$ cat config.mk
export PLATFORM = sky130hd
export DESIGN_NAME = packet_transmitter
export DESIGN_NICKNAME = d
export VERILOG_FILES = /design/src/rtl/packet_transmitter_pkg.sv /design/src/rtl/serial_byte_shifter.sv /design/src/rtl/packet_transmitter.sv
export SDC_FILE = /design/constraint.sdc
export NUM_CORES = 1
export LEC_CHECK = 0
export CORE_AREA = 8 8 113 115
export CTS_BUF_LIST = sky130_fd_sc_hd__clkbuf_4
export DETAILED_ROUTE_END_ITERATION = 8
export DIE_AREA = 0 0 121 123
export GPL_ROUTABILITY_DRIVEN = 0
export MAX_ROUTING_LAYER = met4
export PLACE_DENSITY = 0.75
export SYNTH_ARGS = -nofsm -noshare
export SYNTH_HDL_FRONTEND = slang
export SYNTH_SLANG_ARGS = --single-unit
$ cat constraint.sdc
create_clock -name clk -period 3.4 [get_ports clk]
set_clock_uncertainty 0.15 [all_clocks]
set_input_delay 1.02 -clock clk [delete_from_list [all_inputs] [get_ports clk]]
set_output_delay 1.02 -clock clk [all_outputs]
set_load 0.02 [all_outputs]
$ cat src/rtl/packet_transmitter_pkg.sv
// Shared definitions for the packet transmitter: FSM state encodings,
// the default bit-clock divider and the byte parity helper.
package packet_transmitter_pkg;

  typedef enum logic [1:0] {
    ST_IDLE  = 2'd0,
    ST_SHIFT = 2'd1,
    ST_GAP   = 2'd2,
    ST_DONE  = 2'd3
  } state_e;

  // Transmitter clock delay: clk cycles per serial bit.
  localparam int unsigned TX_CLK_DELAY = 16;

  function automatic logic even_parity(input logic [7:0] b);
    return ^b;
  endfunction

endpackage

$ cat src/rtl/serial_byte_shifter.sv
// Shifts one byte (plus optional even parity) onto a serial line with a
// mid-bit rising clock; start_i loads a byte, byte_done_o flags its last cycle.
module serial_byte_shifter
  import packet_transmitter_pkg::*;
#(
  parameter int unsigned CLK_DIV   = TX_CLK_DELAY,
  parameter bit          MSB_FIRST = 1'b0,
  parameter bit          PARITY_EN = 1'b0
) (
  input  logic       clk,
  input  logic       rst,
  input  logic       start_i,
  input  logic [7:0] byte_i,
  output logic       byte_done_o,
  output logic       tx_o,
  output logic       clock_o,
  output logic       data_o
);

  localparam int unsigned     NBITS    = 8 + (PARITY_EN ? 1 : 0);
  localparam int unsigned     PH_W     = $clog2(CLK_DIV);
  localparam logic [PH_W-1:0] PH_LAST  = PH_W'(CLK_DIV - 1);
  localparam logic [PH_W-1:0] PH_HALF  = PH_W'(CLK_DIV / 2);
  localparam logic [3:0]      BIT_LAST = 4'(NBITS - 1);

  logic            active_q, active_d;
  logic [PH_W-1:0] phase_q, phase_d;
  logic [3:0]      bit_q, bit_d;
  logic [7:0]      byte_q, byte_d;
  logic            tx_q, clock_q, data_q;

  function automatic logic pick_bit(input logic [7:0] b, input logic [3:0] idx);
    if (idx[3]) return even_parity(b);
    return MSB_FIRST ? b[3'd7 - idx[2:0]] : b[idx[2:0]];
  endfunction

  assign byte_done_o = active_q && (phase_q == PH_LAST) && (bit_q == BIT_LAST);

  always_comb begin
    // NOTE: every _d signal takes its hold value first, so no path leaves it unassigned and no latch is inferred.
    active_d = active_q;
    phase_d  = phase_q;
    bit_d    = bit_q;
    byte_d   = byte_q;
    if (start_i) begin
      active_d = 1'b1;
      phase_d  = '0;
      bit_d    = '0;
      byte_d   = byte_i;
    end else if (active_q) begin
      if (phase_q != PH_LAST) begin
        phase_d = phase_q + 1'b1;
      end else begin
        phase_d = '0;
        if (bit_q == BIT_LAST) begin
          active_d = 1'b0;
          bit_d    = '0;
        end else begin
          bit_d = bit_q + 4'd1;
        end
      end
    end
  end

  // Serial outputs are flopped from next-state values so pins never glitch.
  always_ff @(posedge clk) begin
    if (rst) begin
      // NOTE: sequential state uses <= so every flop samples the same pre-edge values.
      active_q <= 1'b0;
      phase_q  <= '0;
      bit_q    <= '0;
      byte_q   <= '0;
      tx_q     <= 1'b0;
      clock_q  <= 1'b0;
      data_q   <= 1'b0;
    end else begin
      active_q <= active_d;
      phase_q  <= phase_d;
      bit_q    <= bit_d;
      byte_q   <= byte_d;
      tx_q     <= active_d;
      clock_q  <= active_d && (phase_d >= PH_HALF);
      data_q   <= active_d && pick_bit(byte_d, bit_d);
    end
  end

  assign tx_o    = tx_q;
  assign clock_o = clock_q;
  assign data_o  = data_q;

endmodule

$ cat src/rtl/packet_transmitter.sv
// Multi-byte serial transmitter: latches a word on send, then streams its
// bytes (byte 0 first) through the byte shifter with optional idle gaps.
module packet_transmitter
  import packet_transmitter_pkg::*;
#(
  parameter int unsigned WORD_BYTES = 8,
  parameter int unsigned CLK_DIV    = TX_CLK_DELAY,
  parameter bit          MSB_FIRST  = 1'b0,
  parameter bit          PARITY_EN  = 1'b0,
  parameter int unsigned GAP_BITS   = 1
) (
  input  logic                    clk,
  input  logic                    rst,
  input  logic                    send,
  input  logic [8*WORD_BYTES-1:0] data,
  output logic                    busy,
  output logic                    done,
  output logic                    transmission,
  output logic                    clock,
  output logic                    out_data
);

  localparam int unsigned      IDX_W    = (WORD_BYTES > 1) ? $clog2(WORD_BYTES) : 1;
  localparam int unsigned      GAP_CYC  = GAP_BITS * CLK_DIV;
  localparam int unsigned      GAP_W    = (GAP_CYC > 1) ? $clog2(GAP_CYC) : 1;
  localparam logic [IDX_W-1:0] IDX_LAST = IDX_W'(WORD_BYTES - 1);
  localparam logic [GAP_W-1:0] GAP_LAST = GAP_W'((GAP_CYC == 0) ? 0 : GAP_CYC - 1);

  state_e                  state_q, state_d;
  logic [IDX_W-1:0]        idx_q, idx_d;
  logic [GAP_W-1:0]        gap_q, gap_d;
  logic [8*WORD_BYTES-1:0] word_q, word_d;
  logic                    busy_q, done_q;
  logic                    start;
  logic [7:0]              start_byte;
  logic                    byte_done;

  always_comb begin
    state_d = state_q;
    idx_d   = idx_q;
    gap_d   = gap_q;
    word_d  = word_q;
    start   = 1'b0;
    unique case (state_q)
      // DONE accepts a request exactly like IDLE so words can run back to back.
      ST_IDLE, ST_DONE: begin
        state_d = ST_IDLE;
        if (send) begin
          word_d  = data;
          idx_d   = '0;
          state_d = ST_SHIFT;
          start   = 1'b1;
        end
      end
      ST_SHIFT: begin
        if (byte_done) begin
          if (idx_q == IDX_LAST) begin
            state_d = ST_DONE;
          end else if (GAP_BITS == 0) begin
            idx_d = idx_q + 1'b1;
            start = 1'b1;
          end else begin
            state_d = ST_GAP;
            gap_d   = '0;
          end
        end
      end
      ST_GAP: begin
        if (gap_q == GAP_LAST) begin
          gap_d   = '0;
          idx_d   = idx_q + 1'b1;
          state_d = ST_SHIFT;
          start   = 1'b1;
        end else begin
          gap_d = gap_q + 1'b1;
        end
      end
      default: state_d = ST_IDLE;
    endcase
    start_byte = word_d[8*idx_d +: 8];
  end

  always_ff @(posedge clk) begin
    if (rst) begin
      state_q <= ST_IDLE;
      idx_q   <= '0;
      gap_q   <= '0;
      busy_q  <= 1'b0;
      done_q  <= 1'b0;
    end else begin
      state_q <= state_d;
      idx_q   <= idx_d;
      gap_q   <= gap_d;
      busy_q  <= (state_d == ST_SHIFT) || (state_d == ST_GAP);
      done_q  <= (state_d == ST_DONE);
    end
  end

  // NOTE: the word buffer is pure datapath, only read once send has loaded it, so it carries no reset.
  always_ff @(posedge clk) begin
    word_q <= word_d;
  end

  serial_byte_shifter #(
    .CLK_DIV  (CLK_DIV),
    .MSB_FIRST(MSB_FIRST),
    .PARITY_EN(PARITY_EN)
  ) u_shifter (
    .clk        (clk),
    .rst        (rst),
    .start_i    (start),
    .byte_i     (start_byte),
    .byte_done_o(byte_done),
    .tx_o       (transmission),
    .clock_o    (clock),
    .data_o     (out_data)
  );

  assign busy = busy_q;
  assign done = done_q;

endmodule
# Word-level counts from Yosys, hierarchy flattened
# Cells that the tools add are included.
op_classes:
  addsub: 4
  n_lt_le_gt_ge: 2
  eq_ne: 13
  shift: 1
  mux: 36
  reduce_logical: 10
ops:
  columns: ["cell", "n"]
  rows:
  - ["$mux W64", 2]
  - ["$shiftx A64 B7 Y8", 1]
  - ["$mux W4", 10]
  - ["$mux W1", 14]
  - ["$add A4 B1 Y4 const B", 3]
  - ["$eq A2 B2 Y1 const B", 4]
  - ["$eq A4 B4 Y1 const B", 2]
  - ["$mux W8", 1]
  - ["$pmux W4 S2", 1]
  - ["$reduce_xor A8 Y1", 1]
  - ["$mux W3", 2]
  - ["$pmux W2 S3", 1]
  - ["$pmux W3 S2", 1]
  - ["$eq A2 B1 Y1 const B", 2]
  - ["$eq A4 B3 Y1 const B", 1]
  - ["$ge A4 B4 Y1 const B", 1]
  - ["$logic_and A1 B1 Y1", 4]
  - ["$lt A3 B4 Y1 const B", 1]
  - ["$mux W2", 2]
  - ["$ne A2 B2 Y1 const B", 2]
  - ["$ne A4 B4 Y1 const B", 1]
  - ["$add A3 B1 Y3 const B", 1]
  - ["$bmux W1 S3", 1]
  - ["$eq A3 B3 Y1 const B", 1]
  - ["6 further kinds", 6]
word_totals:
  regBits: 94
  input_bits: 67
  out_inout_bits: 5
  wordCells: 78

# Depth between registers and ports, before layout
logic_depth:
  depth_word: 10
  ltp_mapped: 15
  ltp_nobuf: 12

# Modules after synthesis
# From an unflattened synthesis, not the netlist that was laid out.
hier_totals:
  cells_unflattened: 374
  hier_area_um2: 4249.1
by_module_without_submodules:
  columns: ["module", "n_inst", "cells_each", "area_each_um2", "seq_area_each_um2"]
  rows:
  - ["packet_transmitter", 1, 258, 3198.1, 1501.4]
  - ["serial_byte_shifter", 1, 116, 1051.0, 380.4]

# Least setup slack after synthesis
# Ideal clock, no wire load.
synth_timing:
  kind: "in2reg"
  from: "input send"
  to: "register u_shifter.data_q (netlist: u_shifter.data_o)"
  setup_time_ps: 116
  t_arrival_ps: 3161
  required_ps: 3134
  slack_ps: -28
  stages: 11
  path_buffers: 1
  cell_sequence: "or2b_1 o211a_1 nor2_2 buf_6 mux2i_1 nor2_1 o311a_1 a21oi_1 xnor3_1 xnor2_1 o211a_1"
synth_between:
  elab_chain_cells: 9
  word_cells_on_any_way: 19
  cone_classes: "1 x shift; 16 x mux; 2 x reduce/logical"
synth_lines:
  columns: ["element", "line_no", "source"]
  rows:
  - ["from (decl)", "packet_transmitter.sv:14", "input logic send,"]
  - ["$mux W3 / $mux W64 (equally long branches)", "packet_transmitter.sv:48", "if (send) begin"]
  - ["$pmux W3 S2 / $mux W64 (equally long branches)", "packet_transmitter.sv:44", "unique case (state_q)"]
  - ["$shiftx A64 B7 Y8", "packet_transmitter.sv:80", "start_byte = word_d[8*idx_d +: 8];"]
  - ["$mux W8", "serial_byte_shifter.sv:45", "if (start_i) begin"]
  - ["$bmux W1 S3 / $reduce_xor A8 Y1 (equally long branches)", "serial_byte_shifter.sv:34, packet_transmitter_pkg.sv:16", null]
  - ["$mux W1, on equally long branches", "serial_byte_shifter.sv:34, serial_byte_shifter.sv:33", null]
  - ["$mux W1", "serial_byte_shifter.sv:34", "return MSB_FIRST ? b[3'd7 - idx[2:0]] : b[idx[2:0]];"]
  - ["$mux W1", "serial_byte_shifter.sv:67", "if (rst) begin"]
  - ["$logic_and A1 B1 Y1 (*)", "serial_byte_shifter.sv:83", "data_q <= active_d && pick_bit(byte_d, bit_d);"]
  - ["to (signal assigned)", "serial_byte_shifter.sv:83", null]
  - ["to (decl)", "serial_byte_shifter.sv:30", "logic tx_q, clock_q, data_q;"]
# Mark *: on every way between the ends. The rest lies on a longest branch, timed or not. The select of a mux whose other input is x is not followed.
# A chain may end at the register's enable or synchronous reset.

# Final worst setup path
# Same ends and word-level chain as after synthesis.

==> impl_metrics.toml <==
[logic_synthesis]
synth-seq-cells = 94
synthFlopType = "dfxtp_1"
ys_top_cells_by_count = "94 x dfxtp_1, 55 x mux2_2, 37 x mux2i_1"
yosysTopAreaCellShare_pct = 44.02
async_flop_share_pct = 0
netlist_area_mm2 = 0.004275
synth_area_leaders = "dfxtp_1 44%, mux2_2 14%, mux2i_1 8.7%, nor2_1 2.9%, ha_1 2.3%"
syn-mean-instance-area_um2 = 10.85
yosysTopAreaCell = "dfxtp_1"
synth.most_common_cell = "dfxtp_1"
seq_area_frac_synth_pct = 44.02
synth_nets = 469
synth-edff-count = 0
synth_cell_types = 63
yosysWarningCount = 0
syn_inst = 394

[floorplanning]
dieArea_mm2 = 0.01488
core_region_area_mm2 = 0.01108
rows = 39
die_h_um = 123
die_w_um = 121
initial_core_util_pct = 38.60
io_pins = 72

[worst_setup_path]
rr_endpoint = "u_shifter.data_o$_SDFF_PP0_"
worstRegToRegCells = 12
reg2reg_setup_slack_ns = 0.11
worstSetupEndpointType = "flip-flop"
timing.rr.start = "gap_q[0]$_SDFFE_PP0P_"
startpoint_type = "input port"
critPathMaxFanout = 5
critical_path_arrival_ns = 3.59
criticalPathCategory = "input port to flip-flop"
cp_data_required_time_ns = 3.63

[sta]
min_period_ns = 3.358
timing.hold.ws_ns = 0.3317
final-hold-violation-count = 0
max_slew_margin_pct = 63.70
setup_violations = 0
rsz0062_at_grt = "yes"
timing_max_transition_violations_final = 0
post-route-period-util_pct = 98.76
tns_ns = 0
max_freq_mhz = 297.8
worst_pin_slew_ns = 0.5388

[clocking]
clkSinkCount = 94
clk_pin_slew_worst_paths_ns = 0.16
cts_root_buffer = "clkbuf_4"
clk_path_buf_depth = 2
cts_tree = "built"
htreeDepth = 3
ctsHoldBuffers = 0
cts_buffers = 9
clk_latency_ns = 0.46

[drt]
routed_via_density = 5.161
drc = 0
drt_iter0_drc = 137
ant_nets = 0
routed-via-count = 3427
first_pass_iters = 6
wl_um = 10820
post_drt_wl_per_cell_um = 16.30

[placed_design]
dpl.hpwl_um = 8080
io_buffers = 71
dpl_cell_area_mm2 = 0.005421
dp_cells = 638

[grt]
grt_pass1_wl_um = 17460
grt_remaining_overflow = 0
grt_pass1_vias = 3592
grtUsageTotal_pct = 15.17
antenna_found_initial = 0
grt_max_degree = 19

[finish]
design_area_mm2 = 0.005776
drive_gt1_share_pct = 30.13
antenna_cells = 0
syn_to_final_growth_pct = 35.09
nNetsFinal = 591
stdcell_count = 664
fillers = 979

[min_path]
hold_path_end = "word_q[48]$_DFF_P_"
holdPathStages = 2
hold_path_class = "flip-flop to flip-flop"
hp-start = "word_q[48]$_DFF_P_"

[pwr]
power.leakage_nw = 2.384
ir_worst_vdd_uv = 227.0
power_w = 0.002497
p_per_area_mw_per_mm2 = 432.3

[job]
maxCapViolCount = 0

[status]
outcome = "finished clean"
-- layout by cell type (no fill, tap or decap), types with 5 or more instances in the layout --
| cell type | count |
|---|---|
| a221oi_1 | 5 |
| nand2_1 | 15 |
| nor2_1 | 33 |
| inv_1 | 14 |
| o21ai_0 | 9 |
| nor2b_1 | 5 |
| a21oi_1 | 11 |
| dfxtp_1 | 93 |
| clkbuf_4 | 9 |
| buf_4 | 53 |
| nand3_1 | 7 |
| mux2_2 | 54 |
| mux2i_1 | 36 |
| nor3_1 | 5 |
| clkdlybuf4s50_1 | 70 |
| ha_1 | 7 |
-- per-stage QoR --
step,utilization [%],setup WS (ns)
global placement,48.94,-0.6509
detailed placement,48.94,-0.6451
CTS,51.84,0.01064
floorplan,-,0.01839
global route,52.14,-0.03534
finish,52.14,0.04200
-- cell type report --
cell class	instances	area, um2	share of cell area (%)
Sequential cell	94	1883	32.60
Tap cell	143	178.9	3.098
Inverter	15	56.30	0.9749
Clock inverter	7	90.09	1.560
Clock buffer	9	67.56	1.170
Multi-Input combinational cell	267	2280	39.47
Timing Repair Buffer	129	1220	21.12
-- layer usage --
layer	up-vias	track usage (%)	wire length [um]
met5	-	-	0
met4	0	6.401	235
met3	22	3.425	589
met2	102	25.56	5316
met1	1627	17.08	4680
li1	1676	-	-
-- worst max-delay path: stages --
cell and delay, ns:
dlygate4sd2_1 0.26, or2b_1 0.25, buf_4 0.16, o211ai_4 0.14
a21oi_4 0.12, buf_4 0.16, mux2i_1 0.12, mux2_4 0.28
a221o_1 0.34, xnor3_1 0.38, xnor2_1 0.15, o211a_1 0.21
-- worst max path at each step --
stage | startpoint | slack (ns) | to
4_1_cts | state_q[0]$_SDFF_PP0_ | 0.01 | u_shifter.data_o$_SDFF_PP0_
2_1_floorplan | send | 0.02 | u_shifter.data_o$_SDFF_PP0_
6_report | send | 0.04 | u_shifter.data_o$_SDFF_PP0_
3_5_place_dp | send | -0.65 | u_shifter.data_o$_SDFF_PP0_
5_1_grt | send | -0.04 | u_shifter.data_o$_SDFF_PP0_
3_3_place_gp | send | -0.65 | u_shifter.data_o$_SDFF_PP0_
-- registers in the layout, summed over array words and instances, names as in the netlist --
name,cells
gap_q,4
u_shifter.clock_o,1
word_q,64
u_shifter.phase_q,4
u_shifter.data_o,1
state_q,2
u_shifter.bit_q,4
busy,1
done,1
idx_q,3
u_shifter.byte_q,8
u_shifter.active_q,1
-- kinds of logic after synthesis --
logic type | after synthesis | synth area share, %
DFF | 94 | 44.02
buffers and inverters | 34 | 4.887
AOI/OAI and AO/OA | 71 | 12.82
adders and majority gates | 8 | 2.341
muxes | 94 | 24.03
xor gates and xnor gates | 9 | 2.341
and+or+nand+nor | 84 | 9.570
-- repair_timing --
| item | CTS | global route |
|---|---|---|
| pin swaps | 5 | 5 |
| setup endpoints to repair | 1 | 1 |
| buffers inserted | 7 | 1 |
| resized for setup | 10 | 6 |
| cloned | 2 | 0 |
-- power by group --
part	internal, W	switching, W
clock network	0.000241	0.000418
logic	0.000330	0.000237
registers	0.00123	0.0000363
total	0.00181	0.000692
Note: power is estimated with default switching activity, not from simulation.
